[src/rtl/counter_seq_pkg.sv]
// counter_seq_pkg: shared types and defaults for the counter sequencer.
// Sequencer state encoding, default sizing, and the wrap-around helper
// used to compute the value the counter should read back.
package counter_seq_pkg;

    localparam int unsigned DEF_WIDTH     = 8;
    localparam int unsigned DEF_STEP_W    = 16;
    localparam int unsigned DEF_RD_CYCLES = 2;

    typedef enum logic [2:0] {
        IDLE  = 3'd0,
        LOAD  = 3'd1,
        COUNT = 3'd2,
        READ  = 3'd3,
        RESP  = 3'd4
    } state_e;

    // Sum of start and step count, truncated to w bits (the counter wraps).
    function automatic logic [31:0] wrap_add(input logic [31:0] a,
                                             input logic [31:0] b,
                                             input int unsigned w);
        logic [31:0] mask;
        mask = (w >= 32) ? 32'hFFFF_FFFF : ((32'd1 << w) - 32'd1);
        return (a + b) & mask;
    endfunction

endpackage

[src/rtl/counter_seq_step_ctr.sv]
// counter_seq_step_ctr: loadable down-counter of remaining count enables.
// Loaded with the full step count, decremented once per issued enable;
// last_o marks the cycle whose enable is the final one of the run.
module counter_seq_step_ctr #(
    parameter int unsigned STEP_W = 16
) (
    input  logic              clk,
    input  logic              rst,
    input  logic              load_i,
    input  logic [STEP_W-1:0] load_val_i,
    input  logic              dec_i,
    output logic              last_o
);

    logic [STEP_W-1:0] remaining_q;

    // Remaining-steps register: load has priority, never decrements past zero.
    always_ff @(posedge clk or posedge rst) begin
        // NOTE: sequential state uses non-blocking assignments so every flop samples pre-edge values.
        if (rst) begin
            remaining_q <= '0;
        end else if (load_i) begin
            remaining_q <= load_val_i;
        end else if (dec_i && (remaining_q != '0)) begin
            remaining_q <= remaining_q - STEP_W'(1);
        end
    end

    assign last_o = (remaining_q == STEP_W'(1));

endmodule

[src/rtl/counter_seq_ctrl.sv]
// counter_seq_ctrl: command-driven sequencer for an 8-bit programmable counter.
// Loads a start value, issues N count enables, opens a readout window on the
// counter bus, samples it and reports the value plus a mismatch flag.
// Optional feature macro: COUNTER_SEQ_REPEAT_EN (adds cmd_repeat_i, chained passes).
module counter_seq_ctrl
    import counter_seq_pkg::*;
#(
    parameter int unsigned WIDTH     = DEF_WIDTH,
    parameter int unsigned STEP_W    = DEF_STEP_W,
    parameter int unsigned RD_CYCLES = DEF_RD_CYCLES
) (
    input  logic              clk,
    input  logic              rst,
    input  logic              cmd_valid_i,
    output logic              cmd_ready_o,
    input  logic [WIDTH-1:0]  cmd_start_i,
    input  logic [STEP_W-1:0] cmd_steps_i,
`ifdef COUNTER_SEQ_REPEAT_EN
    input  logic [3:0]        cmd_repeat_i,
`endif
    input  logic              hold_i,
    input  logic              abort_i,
    output logic              cnt_load_o,
    output logic              cnt_en_o,
    output logic [WIDTH-1:0]  cnt_data_o,
    output logic              cnt_oe_o,
    input  logic [WIDTH-1:0]  bus_in_i,
    output logic              rsp_valid_o,
    input  logic              rsp_ready_i,
    output logic [WIDTH-1:0]  rsp_data_o,
    output logic              rsp_err_o,
    output logic              busy_o
);

    localparam int unsigned      RD_W    = (RD_CYCLES > 1) ? $clog2(RD_CYCLES) : 1;
    localparam logic [RD_W-1:0]  RD_LAST = RD_W'(RD_CYCLES - 1);

    state_e            state_q, state_d;
    logic [WIDTH-1:0]  start_q, start_d;
    logic [STEP_W-1:0] steps_q, steps_d;
    logic [WIDTH-1:0]  expected_q, expected_d;
    logic [RD_W-1:0]   rd_cnt_q, rd_cnt_d;
    logic [WIDTH-1:0]  rsp_data_q, rsp_data_d;
    logic              rsp_err_q, rsp_err_d;
`ifdef COUNTER_SEQ_REPEAT_EN
    logic [3:0]        repeats_q, repeats_d;
    logic              err_acc_q, err_acc_d;
`endif

    logic cmd_fire;
    logic en_issue;
    logic rd_last;
    logic step_last;
    logic mismatch;
    logic more_passes;

    assign cmd_fire = (state_q == IDLE) && cmd_valid_i;
    assign en_issue = (state_q == COUNT) && !hold_i;
    assign rd_last  = (state_q == READ) && (rd_cnt_q == RD_LAST);
    assign mismatch = (bus_in_i != expected_q);
`ifdef COUNTER_SEQ_REPEAT_EN
    assign more_passes = (repeats_q != 4'd0);
`else
    assign more_passes = 1'b0;
`endif

    counter_seq_step_ctr #(
        .STEP_W (STEP_W)
    ) u_step_ctr (
        .clk        (clk),
        .rst        (rst),
        .load_i     (state_q == LOAD),
        .load_val_i (steps_q),
        .dec_i      (en_issue),
        .last_o     (step_last)
    );

    // State register.
    always_ff @(posedge clk or posedge rst) begin
        if (rst) begin
            state_q <= IDLE;
        end else begin
            state_q <= state_d;
        end
    end

    // Next-state logic; abort in an active state beats every other exit.
    always_comb begin
        // NOTE: default first so every path assigns state_d and no latch is inferred.
        state_d = state_q;
        unique case (state_q)
            IDLE:  if (cmd_valid_i) state_d = LOAD;
            LOAD: begin
                if (abort_i)                state_d = IDLE;
                else if (steps_q != '0)     state_d = COUNT;
                else                        state_d = READ;
            end
            COUNT: begin
                if (abort_i)                    state_d = IDLE;
                else if (en_issue && step_last) state_d = READ;
            end
            READ: begin
                if (abort_i)      state_d = IDLE;
                else if (rd_last) state_d = more_passes ? LOAD : RESP;
            end
            RESP:  if (rsp_ready_i) state_d = IDLE;
            default: state_d = IDLE;
        endcase
    end

    // Moore output decode (cnt_en additionally gated by hold while counting).
    always_comb begin
        cmd_ready_o = 1'b0;
        cnt_load_o  = 1'b0;
        cnt_data_o  = '0;
        cnt_oe_o    = 1'b0;
        rsp_valid_o = 1'b0;
        unique case (state_q)
            IDLE:  cmd_ready_o = 1'b1;
            LOAD: begin
                cnt_load_o = 1'b1;
                cnt_data_o = start_q;
            end
            READ:  cnt_oe_o    = 1'b1;
            RESP:  rsp_valid_o = 1'b1;
            default: ;
        endcase
    end

    assign cnt_en_o   = en_issue;
    assign busy_o     = (state_q != IDLE);
    assign rsp_data_o = rsp_data_q;
    assign rsp_err_o  = rsp_err_q;

    // Datapath next-state: command capture, readout timer, bus sampling.
    always_comb begin
        start_d    = start_q;
        steps_d    = steps_q;
        expected_d = expected_q;
        rsp_data_d = rsp_data_q;
        rsp_err_d  = rsp_err_q;
        rd_cnt_d   = ((state_q == READ) && (state_d == READ)) ? rd_cnt_q + RD_W'(1) : '0;
`ifdef COUNTER_SEQ_REPEAT_EN
        repeats_d  = repeats_q;
        err_acc_d  = err_acc_q;
`endif
        if (cmd_fire) begin
            start_d    = cmd_start_i;
            steps_d    = cmd_steps_i;
            expected_d = WIDTH'(wrap_add(32'(cmd_start_i), 32'(cmd_steps_i[WIDTH-1:0]), WIDTH));
`ifdef COUNTER_SEQ_REPEAT_EN
            repeats_d  = cmd_repeat_i;
            err_acc_d  = 1'b0;
`endif
        end
        if (rd_last && !abort_i) begin
`ifdef COUNTER_SEQ_REPEAT_EN
            if (more_passes) begin
                // Chain: the sampled value seeds the next pass; the error is sticky.
                repeats_d  = repeats_q - 4'd1;
                start_d    = bus_in_i;
                expected_d = WIDTH'(wrap_add(32'(bus_in_i), 32'(steps_q[WIDTH-1:0]), WIDTH));
                err_acc_d  = err_acc_q | mismatch;
            end else begin
                rsp_data_d = bus_in_i;
                rsp_err_d  = err_acc_q | mismatch;
            end
`else
            rsp_data_d = bus_in_i;
            rsp_err_d  = mismatch;
`endif
        end
    end

    // Datapath registers; everything clears on reset.
    always_ff @(posedge clk or posedge rst) begin
        if (rst) begin
            start_q    <= '0;
            steps_q    <= '0;
            expected_q <= '0;
            rd_cnt_q   <= '0;
            rsp_data_q <= '0;
            rsp_err_q  <= 1'b0;
`ifdef COUNTER_SEQ_REPEAT_EN
            repeats_q  <= '0;
            err_acc_q  <= 1'b0;
`endif
        end else begin
            start_q    <= start_d;
            steps_q    <= steps_d;
            expected_q <= expected_d;
            rd_cnt_q   <= rd_cnt_d;
            rsp_data_q <= rsp_data_d;
            rsp_err_q  <= rsp_err_d;
`ifdef COUNTER_SEQ_REPEAT_EN
            repeats_q  <= repeats_d;
            err_acc_q  <= err_acc_d;
`endif
        end
    end

endmodule

[config.mk]
export PLATFORM = sky130hd
export DESIGN_NAME = counter_seq_ctrl
export DESIGN_NICKNAME = d
export VERILOG_FILES = /design/src/rtl/counter_seq_pkg.sv /design/src/rtl/counter_seq_step_ctr.sv /design/src/rtl/counter_seq_ctrl.sv
export SDC_FILE = /design/constraint.sdc
export NUM_CORES = 1
export LEC_CHECK = 0
export ABC_CLOCK_PERIOD_IN_PS = 3300
export BUFFER_PORTS_ARGS = -buffer_cell sky130_fd_sc_hd__buf_2
export CAP_MARGIN = 30
export CORE_ASPECT_RATIO = 0.8
export CORE_UTILIZATION = 60
export CTS_BUF_LIST = sky130_fd_sc_hd__clkbuf_8
export DETAILED_ROUTE_END_ITERATION = 6
export GPL_TIMING_DRIVEN = 0
export PLACE_DENSITY = 0.92
export SLEW_MARGIN = 20
export SYNTH_ARGS = -nofsm -noshare
export SYNTH_HDL_FRONTEND = slang
export SYNTH_SLANG_ARGS = --single-unit
[constraint.sdc]
create_clock -name clk -period 3.3 [get_ports clk]
set_clock_uncertainty 0.2 [all_clocks]
set_input_delay 0.66 -clock clk [delete_from_list [all_inputs] [get_ports clk]]
set_output_delay 0.66 -clock clk [all_outputs]
set_load 0.02 [all_outputs]
# --- Word-level counts from Yosys, hierarchy flattened ---
# Cells that the tools add are included.
totals:
  mem_bits_rw: 0
  mem_count: 0
  in_bits: 38
  rom_bits: 0
  regBits: 61
  latch_bits: 0
  word_cells: 49
op_classes:
  bitwise_logic: 0
  order_cmp: 0
  reduce_logical: 14
  shift: 0
  eq_ne: 7
  n_div: 0
  mux: 17
  n_mul: 0
  add_sub_neg: 3
op_table:
  columns: ["op", "count"]
  rows:
  - ["2-to-1 mux 16 bit", 2]
  - ["nonzero test 16 bit", 2]
  - ["2-to-1 mux 3 bit", 6]
  - ["equality test 16 x 1 -> 1 bit (second input constant)", 1]
  - ["subtractor 16 x 1 -> 16 bit (second input constant)", 1]
  - ["one-hot mux 3 bit (5 select lines)", 1]
  - ["equality test 3 x 2 -> 1 bit (second input constant)", 3]
  - ["adder 8 bit", 1]
  - ["2-to-1 mux 8 bit", 1]
  - ["!= test 8 bit", 1]
  - ["logical AND 1 bit", 7]
  - ["2-to-1 mux 1 bit", 6]
  - ["equality test 3 x 1 -> 1 bit (second input constant)", 1]
  - ["equality test 3 bit (second input constant)", 1]
  - ["logical NOT 3 bit", 1]
  - ["nonzero test 3 bit", 1]
  - ["logical NOT 1 bit", 2]
  - ["2-to-1 mux 2 bit", 1]
  - ["nonzero test 2 bit", 1]
  - ["adder 1 bit (second input constant)", 1]

# --- Longest topological paths before layout ---
logic_depth:
  ltp_word: 9
  ltp_mapped: 8
  mapped_depth_nobuf: 8

# --- By module ---
# From an unflattened synthesis, not the netlist that was laid out.
unflattened:
  hier_cells: 309
  area_unflattened_um2: 3365.7
modules_own_cells:
  columns: ["module", "n_inst", "cells_each", "area_each_um2"]
  rows:
  - ["counter_seq_ctrl", 1, 187, 2293.4]
  - ["counter_seq_step_ctr", 1, 122, 1072.3]

# --- Worst setup path after synthesis ---
# Ideal clock, no wire load.
synth_timing:
  kind: "input -> register"
  startpoint: "input hold_i"
  endpoint: "register u_step_ctr.remaining_q[3]"
  cell_stages: 6
  required_time_ns: 3.031
  n_path_buf: 1
  t_arrival_ns: 2.172
  setup_time_ns: 0.069
  setup_slack_ns: 0.858
  path_cell_list: "or4b_1 buf_2 clkinv_1 nand2_2 or4_1 nand3_1"
synth_via:
  elab_chain_len: 4
synth_lines:
  columns: ["element", "line_no", "text"]
  rows:
  - ["start, declared", "counter_seq_ctrl.sv:21", "input logic hold_i,"]
  - ["logical NOT 1 bit", "counter_seq_ctrl.sv:58", "assign en_issue = (state_q == COUNT) && !hold_i;"]
  - ["logical AND 1 bit", "counter_seq_ctrl.sv:58", null]
  - ["named net cnt_en_o", "counter_seq_ctrl.sv:24", "output logic cnt_en_o,"]
  - ["logical AND 1 bit", "counter_seq_step_ctr.sv:24", "end else if (dec_i && (remaining_q != '0)) begin"]
  - ["nonzero test 2 bit (no line)", null, null]
  - ["end signal, assigned", "counter_seq_step_ctr.sv:23", "remaining_q <= load_val_i;"]
  - ["end signal, assigned", "counter_seq_step_ctr.sv:25", "remaining_q <= remaining_q - STEP_W'(1);"]
  - ["end, declared", "counter_seq_step_ctr.sv:15", "logic [STEP_W-1:0] remaining_q;"]
# The timed path passes the listed nets, and every way through them passes these cells.
# A chain may end at the register's enable or synchronous reset.

# --- Final worst setup path ---
layout_timing:
  startpoint: "register state_q[1]"
  endpoint: "output cnt_load_o"
layout_via:
  elab_chain_len: 2
layout_lines:
  columns: ["element", "line_no", "text"]
  rows:
  - ["start, declared", "counter_seq_ctrl.sv:38", "state_e state_q, state_d;"]
  - ["start signal, assigned", "counter_seq_ctrl.sv:83", "state_q <= state_d;"]
  - ["equality test 3 x 1 -> 1 bit", "counter_seq_ctrl.sv:118", "unique case (state_q)"]
  - ["2-to-1 mux 1 bit", "counter_seq_ctrl.sv:118", null]
  - ["end, declared", "counter_seq_ctrl.sv:23", "output logic cnt_load_o,"]
# No other way between the ends.

==> flow_summary.yaml <==
pwr:
  p_per_area_mw_per_mm2: 676
  leakage_nw: 1.73
  ir_worst_vdd_mv: 0.395
  total_power_mw: 2.50
grt:
  grt_usage_pct: 29.2
  overflow: 0
  grt_pass1_vias: 2481
  grt_pass1_wl_um: 12100
  antenna_found_initial: 0
  grt_max_degree: 39
cts:
  numCtsBuffers: 9
  cts_tree: "built"
  hold_buffers: 0
  cts_buffer_depth: 2
  clkTransAtPathRegs_ns: 0.07
  clk_latency_ns: 0.34
  cts_sinks: 61
  cts_root_buffer: "clkbuf_8"
  htreeDepth: 3
min_path:
  hold_class: "in -> async"
synthesis:
  synth-edff-count: 0
  seq_area_frac_synth_pct: 48.5
  syn_avg_cell_area_um2: 10.8
  synth_cells: 292
  synth_area_mm2: 0.00315
  synth_warnings: 0
  synth_ff_type: "dfrtp_1"
  synth_cell_types: 48
  synthesis.nets: 341
  yosys_register_bits: 61
  async_flop_share_pct: 100
timing:
  maxClockFrequency_ghz: 0.339
  rsz0062_at_grt: "false"
  hold_viol: 0
  finalCritPeriodShare_pct: 89.4
  setup_violations: 0
  worst_hold_slack_ns: 0.0695
  maxSlewViolCount: 0
  finalWorstSetupSlack_ns: 0.350
  final.setup.tns_ns: 0
  min_period_ns: 2.95
  relSlewSlack_pct: 52.8
  tightest_slew_ns: 0.708
floorplan:
  ios: 61
  die_w_um: 83.0
  initial_core_util_pct: 62.5
  die_y_um: 66.8
  placementRows: 23
  die_area_mm2: 0.00554
  design.core.area_mm2: 0.00504
critical_path:
  critPathMaxFanout: 14
  crit_arrival_ns: 2.09
  r2r_cells: 6
  critPathCaptureType: "output port"
  worstReg2RegEnd: "u_step_ctr.remaining_q[14]"
  required_ns: 2.44
  start_kind: "flop"
  ff2ff_setup_slack_ns: 0.72
  timing.rr.start: "u_step_ctr.remaining_q[0]"
  crit_type: "reg -> out"
detailed_routing:
  wirelength_um: 7520
  vias_per_cell: 6.24
  first_pass_iters: 5
  drc: 0
  routed-via-count: 2671
  antenna_left: 0
  drt_iter0_markers: 182
  post_drt_wl_per_cell_um: 17.6
placed_design:
  dp_slack_ns: 0.316
  portBuffers: 60
  hpwl_um: 5510
  dp_cells: 415
  routabilityCongestion: 0.930
layout:
  stdcell_count: 428
  fillers: 352
  diodes: 0
  fin_nets: 412
  drive_gt1_share_pct: 30.6
  area_growth_pct: 17.3
run:
  drv_cap: 0
outcome:
  status: "finished clean"
==> critical path, stage by stage, from the launching register on <==
cell	delay, ns
dfrtp_1	0.44
nor2_2	0.36
nand2_1	0.29
inv_1	0.40
buf_2	0.25
==> final cells by class <==
cell class / count / area (µm²) / share of cell area [%]
Buffer: 8 / 31.3 / 0.847
Clock buffer: 9 / 124 / 3.36
Clock inverter: 5 / 22.5 / 0.610
Inverter: 10 / 40.0 / 1.08
Multi-Input combinational cell: 212 / 1550 / 42.0
Sequential cell: 61 / 1530 / 41.4
Tap cell: 62 / 77.6 / 2.10
Timing Repair Buffer: 61 / 320 / 8.68
==> placed cells by master (no fill, tap or decap), drive strengths merged, types with 4 or more instances in the layout <==
master,n
buf,64
a21oi,6
nand2,25
o21ai,20
nand3,7
inv,11
dfrtp,61
clkbuf,14
nor4,11
o311ai,4
xnor2,13
nor2,12
a221o,4
nor3,7
ha,10
clkinv,4
nand4,6
or4,5
and3,9
mux2,32
==> synthesized netlist by cell type (6+ instances only) <==
library cell / n / area (µm²)
and3_1: 9 / 56.3
nor4_1: 11 / 68.8
dfrtp_1: 61 / 1530
clkbuf_1: 6 / 22.5
inv_1: 9 / 33.8
nand4_1: 6 / 37.5
ha_1: 10 / 125
nand3_1: 7 / 35.0
a21oi_1: 6 / 30.0
nor2_1: 12 / 45.0
mux2_2: 32 / 360
nor3_1: 6 / 30.0
xnor2_1: 13 / 114
o21ai_0: 18 / 90.1
nand2_1: 24 / 90.1
==> stage by stage <==
stage	util (%)	area, µm²
after floorplan	-	3150
after global routing	73.3	3690
after detailed placement	70.4	3550
after CTS	73.4	3690
final	73.3	3690
after global placement	70.0	3520
==> how the worst max path moves through the flow <==
stage,from,endpoint,cells past startpoint
detailed placement,state_q[1],cnt_load_o,5
floorplan,hold_i,u_step_ctr.remaining_q[3],6
global placement,rst,steps_q[8],2
finish,state_q[1],cnt_load_o,4
global route,state_q[1],cnt_load_o,4
CTS,state_q[1],cnt_load_o,5
==> repair_timing <==
action,4_1_cts,5_1_grt
endpoints found under the setup margin,1,1
buffers inserted,0,0
gates resized for setup,1,0
==> metal layers <==
layer | GRT usage, % | up-vias | part of all wire [%]
li1 | - | 1219 | -
met1 | 38.8 | 1317 | 45
met2 | 46.6 | 126 | 47
met3 | 8.55 | 9 | 7.6
met4 | 9.27 | 0 | 1.3
met5 | 0 | - | 0
==> cell families after synthesis <==
kind of cell | after synthesis | share of synthesized area [%]
muxes | 32 | 11.5
AOI/OAI and AO/OA | 52 | 10.9
xor gates and xnor gates | 16 | 4.46
buffers and inverters | 19 | 2.31
and+or+nand+nor | 101 | 17.7
DFF | 61 | 48.5
adders and majority gates | 11 | 4.61
==> sequential cells by signal, indices dropped and copies added, names as in the netlist <==
signal,flops
steps_q,16
u_step_ctr.remaining_q,16
expected_q,8
rsp_data_o,8
start_q,8
state_q,3
rd_cnt_q,1
rsp_err_o,1
==> power by group <==
part / leakage [nW] / internal (mW) / switching [mW]
registers: 0.754 / 0.983 / 0.236
clock network: 0.0871 / 0.254 / 0.279
logic: 0.891 / 0.352 / 0.394
Power figures use the tool's default switching activity.
